### src/rtl/seg7_scan_reader.sv
// Reads a multiplexed active-low 7-segment bus back into packed BCD frames.
// Define SEG7_HEX_EN to also decode the hex glyphs A..F as nibbles 0xA..0xF.
module seg7_scan_reader #(
    parameter int unsigned NDIG       = 4,
    parameter int unsigned STABLE_CYC = 4
) (
    input  logic                clk,
    input  logic                rst_n,
    input  logic [7:0]          seg_n,
    input  logic [NDIG-1:0]     an_n,
    output logic [4*NDIG-1:0]   out_data,
    output logic [NDIG-1:0]     out_dp,
    output logic [NDIG-1:0]     out_blank,
    output logic                out_err,
    output logic                out_valid,
    input  logic                out_ready,
    output logic                out_ovf
);

    localparam int unsigned CW = $clog2(STABLE_CYC + 1);
    localparam int unsigned IW = (NDIG > 1) ? $clog2(NDIG) : 1;
    localparam int unsigned ZW = $clog2(NDIG + 1);
    localparam int unsigned SW = NDIG + 8;

    logic [7:0]        r_seg_s1, r_seg_s2;
    logic [NDIG-1:0]   r_an_s1, r_an_s2;
    logic [SW-1:0]     r_prev;
    logic [CW-1:0]     r_cnt;
    logic [NDIG-1:0]   r_mask;
    logic              r_err;
    logic              r_pend;
    logic [4*NDIG-1:0] r_slot_nib;
    logic [NDIG-1:0]   r_slot_dp;
    logic [NDIG-1:0]   r_slot_blank;
    logic [4*NDIG-1:0] r_out_data;
    logic [NDIG-1:0]   r_out_dp;
    logic [NDIG-1:0]   r_out_blank;
    logic              r_out_err;
    logic              r_out_valid;
    logic              r_out_ovf;

    logic [SW-1:0]     w_sample;
    logic [ZW-1:0]     w_nz;
    logic [IW-1:0]     w_idx;
    logic              w_dwell;
    logic              w_same;
    logic [CW-1:0]     w_cnt_nxt;
    logic              w_cap;
    logic [3:0]        w_nib;
    logic              w_blank;
    logic              w_ill;
    logic [NDIG-1:0]   w_mask_cap;

    // Pattern decode: {illegal, blank, nibble}
    function automatic logic [5:0] f_decode(input logic [6:0] p);
        logic [5:0] r;
        r = {2'b00, 4'h0};
        case (p)
            7'h01: r[3:0] = 4'h0;
            7'h4F: r[3:0] = 4'h1;
            7'h12: r[3:0] = 4'h2;
            7'h06: r[3:0] = 4'h3;
            7'h4C: r[3:0] = 4'h4;
            7'h24: r[3:0] = 4'h5;
            7'h20: r[3:0] = 4'h6;
            7'h0F: r[3:0] = 4'h7;
            7'h00: r[3:0] = 4'h8;
            7'h04: r[3:0] = 4'h9;
`ifdef SEG7_HEX_EN
            7'h08: r[3:0] = 4'hA;
            7'h60: r[3:0] = 4'hB;
            7'h31: r[3:0] = 4'hC;
            7'h42: r[3:0] = 4'hD;
            7'h30: r[3:0] = 4'hE;
            7'h38: r[3:0] = 4'hF;
`endif
            7'h7F: r = {2'b01, 4'h0};
            default: r = {2'b10, 4'hF};
        endcase
        return r;
    endfunction

    // Two-flop synchronizers plus previous-sample register
    always_ff @(posedge clk or negedge rst_n) begin
        if (!rst_n) begin
            r_seg_s1 <= '0;
            r_seg_s2 <= '0;
            r_an_s1  <= '0;
            r_an_s2  <= '0;
            r_prev   <= '0;
        end else begin
            r_seg_s1 <= seg_n;
            r_seg_s2 <= r_seg_s1;
            r_an_s1  <= an_n;
            r_an_s2  <= r_an_s1;
            r_prev   <= w_sample;
        end
    end

    assign w_sample = {r_an_s2, r_seg_s2};
    assign w_same   = (w_sample == r_prev);

    // Count active anodes and locate the selected digit
    always_comb begin
        w_nz  = '0;
        w_idx = '0;
        for (int i = 0; i < NDIG; i++) begin
            if (!r_an_s2[i]) begin
                w_nz  = w_nz + ZW'(1);
                w_idx = IW'(i);
            end
        end
    end

    assign w_dwell = (w_nz == ZW'(1));

    always_comb begin
        w_cnt_nxt = r_cnt;
        if (!w_dwell) begin
            w_cnt_nxt = '0;
        end else if (!w_same) begin
            w_cnt_nxt = CW'(1);
        end else if (r_cnt < CW'(STABLE_CYC)) begin
            w_cnt_nxt = r_cnt + CW'(1);
        end
    end

    // Capture only on the step into STABLE_CYC, so a held digit is taken once
    assign w_cap = w_dwell && w_same && (r_cnt == CW'(STABLE_CYC - 1));

    assign {w_ill, w_blank, w_nib} = f_decode(r_seg_s2[7:1]);
    assign w_mask_cap = r_mask | (NDIG'(1) << w_idx);

    always_ff @(posedge clk or negedge rst_n) begin
        if (!rst_n) begin
            r_cnt <= '0;
        end else begin
            r_cnt <= w_cnt_nxt;
        end
    end

    // Frame assembly slots
    always_ff @(posedge clk or negedge rst_n) begin
        if (!rst_n) begin
            r_slot_nib   <= '0;
            r_slot_dp    <= '0;
            r_slot_blank <= '0;
        end else begin
            for (int i = 0; i < NDIG; i++) begin
                if (w_cap && (w_idx == IW'(i))) begin
                    r_slot_nib[4*i +: 4] <= w_nib;
                    r_slot_dp[i]         <= ~r_seg_s2[0];
                    r_slot_blank[i]      <= w_blank;
                end
            end
        end
    end

    // Capture mask, error accumulator and completion flag
    always_ff @(posedge clk or negedge rst_n) begin
        if (!rst_n) begin
            r_mask <= '0;
            r_err  <= 1'b0;
            r_pend <= 1'b0;
        end else if (r_pend) begin
            r_mask <= '0;
            r_err  <= 1'b0;
            r_pend <= 1'b0;
        end else if (w_cap) begin
            r_mask <= w_mask_cap;
            r_err  <= r_err | w_ill;
            r_pend <= &w_mask_cap;
        end
    end

    // Output register slice
    always_ff @(posedge clk or negedge rst_n) begin
        if (!rst_n) begin
            r_out_data  <= '0;
            r_out_dp    <= '0;
            r_out_blank <= '0;
            r_out_err   <= 1'b0;
            r_out_valid <= 1'b0;
            r_out_ovf   <= 1'b0;
        end else begin
            r_out_ovf <= 1'b0;
            if (r_pend) begin
                if (!r_out_valid || out_ready) begin
                    r_out_data  <= r_slot_nib;
                    r_out_dp    <= r_slot_dp;
                    r_out_blank <= r_slot_blank;
                    r_out_err   <= r_err;
                    r_out_valid <= 1'b1;
                end else begin
                    r_out_ovf <= 1'b1;
                end
            end else if (r_out_valid && out_ready) begin
                r_out_valid <= 1'b0;
            end
        end
    end

    assign out_data  = r_out_data;
    assign out_dp    = r_out_dp;
    assign out_blank = r_out_blank;
    assign out_err   = r_out_err;
    assign out_valid = r_out_valid;
    assign out_ovf   = r_out_ovf;

endmodule

### config.mk
export PLATFORM = sky130hd
export DESIGN_NAME = seg7_scan_reader
export DESIGN_NICKNAME = d
export VERILOG_FILES = /design/src/rtl/seg7_scan_reader.sv
export SDC_FILE = /design/constraint.sdc
export NUM_CORES = 1
export LEC_CHECK = 0
export ABC_AREA = 1
export BUFFER_PORTS_ARGS = -buffer_cell sky130_fd_sc_hd__clkbuf_2
export CAP_MARGIN = 0
export CORE_MARGIN = 2
export CORE_UTILIZATION = 40
export DETAILED_ROUTE_END_ITERATION = 7
export GPL_ROUTABILITY_DRIVEN = 0
export SYNTH_ARGS = -nofsm -noshare
export SYNTH_HDL_FRONTEND = slang
export SYNTH_SLANG_ARGS = --single-unit
### constraint.sdc
create_clock -name clk -period 3.3 [get_ports clk]
set_input_delay 0.66 -clock clk [delete_from_list [all_inputs] [get_ports clk]]
set_output_delay 0.66 -clock clk [all_outputs]
set_load 0.05 [all_outputs]
==> results.json <==
{
  "status": "finished clean",
  "track_usage_pct": 14.2,
  "async_flop_share_pct": 100,
  "ant_nets": 0,
  "h-tree-depth": 3,
  "finalWorstSetupSlack_ps": 393,
  "cp_max_fo": 29,
  "routed_wl_mm": 7.17,
  "io_buffers": 41,
  "ys_seq_elements": 96,
  "setup-tns-final_ps": 0,
  "grt_setup_unrepaired": "false",
  "grt_pass1_wl_mm": 12.4,
  "pin_count": 42,
  "clk-insertion-delay-late_ps": 360,
  "cts-root-buf": "clkbuf_8",
  "yosysTopAreaCell": "dfrtp_1",
  "post-route-period-util_pct": 88.1,
  "critPathTopFamily": "simple AND/OR/NAND/NOR gates",
  "cp_slowest_stage_delay_ps": 490,
  "post_cts_resized": 0,
  "numClockSinks": 96,
  "r2r-start": "r_an_s2[1]",
  "startpoint_type": "flip-flop",
  "first_global_vias": 2612,
  "drive_gt1_share_pct": 20.4,
  "slew_viol_final": 0,
  "num_vias": 2772,
  "synth_cell_types": 22,
  "core-area_um2": 9730,
  "die_w_um": 104,
  "diodes": 0,
  "slew-limit-headroom_pct": 55.7,
  "ir_drop_mv": 0.392,
  "syn_area_per_cell_um2": 9.70,
  "synth_edf_count": 0,
  "ys_seq_area_share_pct": 60.1,
  "die_h_um": 104,
  "r2r_setup_slack_ps": 390,
  "drv_cap": 0,
  "dpl.hpwl_mm": 5.03,
  "synth-main-ff-cell": "dfrtp_1",
  "netlist.area_leader.share_pct": 60.1,
  "synthXorXnorAreaFrac_pct": 1.31,
  "synthMuxAreaShare_pct": 6.76,
  "cp_common_cell": "nand2_1",
  "antenna_found_initial": 0,
  "yosysWarnings": 0,
  "rows": 36,
  "synth_area_leaders": "dfrtp_1 (60%), nand2_1 (12%), mux2_2 (6.8%)",
  "cts_hold_buf": 0,
  "grt.overflow.total": 0,
  "path_clk_slew_ps": 100,
  "worstHoldPathType": "primary input to async pin",
  "hold_violations": 0,
  "leakage_nw": 2.48,
  "cp.required_ps": 3600,
  "synthAdderAreaFrac_pct": 1.57,
  "fmax_mhz": 344,
  "cts_buffers": 9,
  "setup_violations": 0,
  "final_cell_mix": "nand2_1 (130), dfrtp_1 (96), nand3_1 (47)",
  "nNetsFinal": 477,
  "drt_pass1_iterations": 4,
  "crit_buf_inv": 2,
  "synth_compound_gate_area_share_pct": 0.814,
  "pre_cts_ws_ps": 394,
  "worst-setup-path-type": "flip-flop to flip-flop",
  "p_total_mw": 2.01,
  "wl_per_cell_um": 12.1,
  "cts_setup_buffers": 0,
  "r2r-end": "r_slot_nib[14]",
  "dieArea_um2": 10800,
  "tightest_slew_ps": 659,
  "synth-simple-area-share_pct": 24.0,
  "synth_nets": 432,
  "cp.arrival_ps": 3200,
  "syn_inst": 412,
  "dr.first_iter.drc_count": 108,
  "synth_top_family_by_area": "simple AND/OR/NAND/NOR gates",
  "start_util_pct": 41.1,
  "area_delta_synth_final_pct": 12.8,
  "tritoncts": "built",
  "cp_cell_sequence": "inv_1 > ha_1 > inv_1 > nand2_1 > nand2_1 > ha_1 > or2_2 > nand2_1 > nand2_1 > nor2_4 > nand3_2 > nor2_4 > nand3_1 > nand2_1",
  "crit_path_start": "r_an_s2[1]",
  "powerDensity_nw_per_um2": 446,
  "ff2ff_path_depth": 14,
  "drc_errors": 0,
  "min_period_ps": 2910,
  "grt_max_degree": 54,
  "cts_buffer_depth": 2,
  "final_common_cell": "nand2_1",
  "finClkSkew_ps": 13.4,
  "via_per_inst": 4.67,
  "endpoint_kind": "flip-flop",
  "netlist_area_um2": 4000,
  "cp_slowest_cell": "nor2_4"
}
-- report_power, final --
part	internal (mW)	switching [mW]
Clock	0.273	0.402
Combinational	0.0388	0.0800
Sequential	1.20	0.0199
-- Yosys cell counts (2+ instances only) --
| cell | instances |
|---|---|
| a21oi_1 | 3 |
| buf_2 | 2 |
| buf_6 | 3 |
| clkbuf_1 | 4 |
| dfrtp_1 | 96 |
| ha_1 | 5 |
| inv_1 | 40 |
| inv_2 | 2 |
| mux2_2 | 24 |
| nand2_1 | 130 |
| nand3_1 | 47 |
| nand4_1 | 7 |
| nor2_1 | 27 |
| nor2_2 | 2 |
| nor2_4 | 2 |
| nor3_1 | 3 |
| o21ai_0 | 2 |
| or2_2 | 4 |
| xnor2_1 | 6 |
-- cells by family (layout without fill, tap and decap cells) --
family                     count (synthesis)  in the layout
xor gates and xnor gates                   6              6
DFF                                       96             96
and+or+nand+nor                          224            224
buffers and inverters                     51            100
AOI/OAI and AO/OA                          6              6
adders and majority gates                  5              5
muxes                                     24             24
-- registers in the layout (all words and copies together) (netlist names) --
name          cells
out_dp            4
r_seg_s2          8
r_an_s1           4
r_slot_dp         4
out_valid         1
out_err           1
r_seg_s1          8
r_pend            1
r_cnt             3
r_prev           12
r_slot_blank      4
r_an_s2           4
r_err             1
out_data         16
out_ovf           1
r_mask            4
r_slot_nib       16
out_blank         4
-- worst reg2reg max path: cells and delay by family (launching register included) --
kind,cells,cell delay (ps)
flip-flops,1,430
adder cells (fa/ha/maj),2,610
AND/OR/NAND/NOR,10,1640
buffers and inverters,2,170
-- final cells by class --
cell class / instances / area, um^2
Multi-Input combinational cell: 265 / 1380
Tap cell: 133 / 166
Sequential cell: 96 / 2400
Fill cell: 951 / 5220
Clock inverter: 6 / 45.0
Inverter: 42 / 158
Clock buffer: 9 / 124
Timing Repair Buffer: 43 / 235
-- stage by stage --
stage	utilization (%)	hold slack, ps	instance area (um^2)	instances
2_1_floorplan	-	331	4000	412
3_3_place_gp	44.6	332	4340	579
3_5_place_dp	44.6	335	4340	579
4_1_cts	46.3	288	4510	594
5_1_grt	46.3	294	4510	594
6_report	46.3	272	4510	594
-- worst max path at each step --
stage	to	cells past startpoint
2_1_floorplan	r_slot_nib[10]	16
3_3_place_gp	r_slot_nib[15]	14
3_5_place_dp	r_slot_nib[14]	14
4_1_cts	r_slot_nib[14]	14
5_1_grt	r_slot_nib[2]	14
6_report	r_slot_nib[14]	14
-- metal layers --
metal | track usage [%] | part of all wire (%)
met1 | 19.1 | 47
met2 | 22.6 | 47
met3 | 4.39 | 5.0
met4 | 3.28 | 0.82
met5 | 0 | 0
No activity file was read; power rests on OpenSTA's default activity.
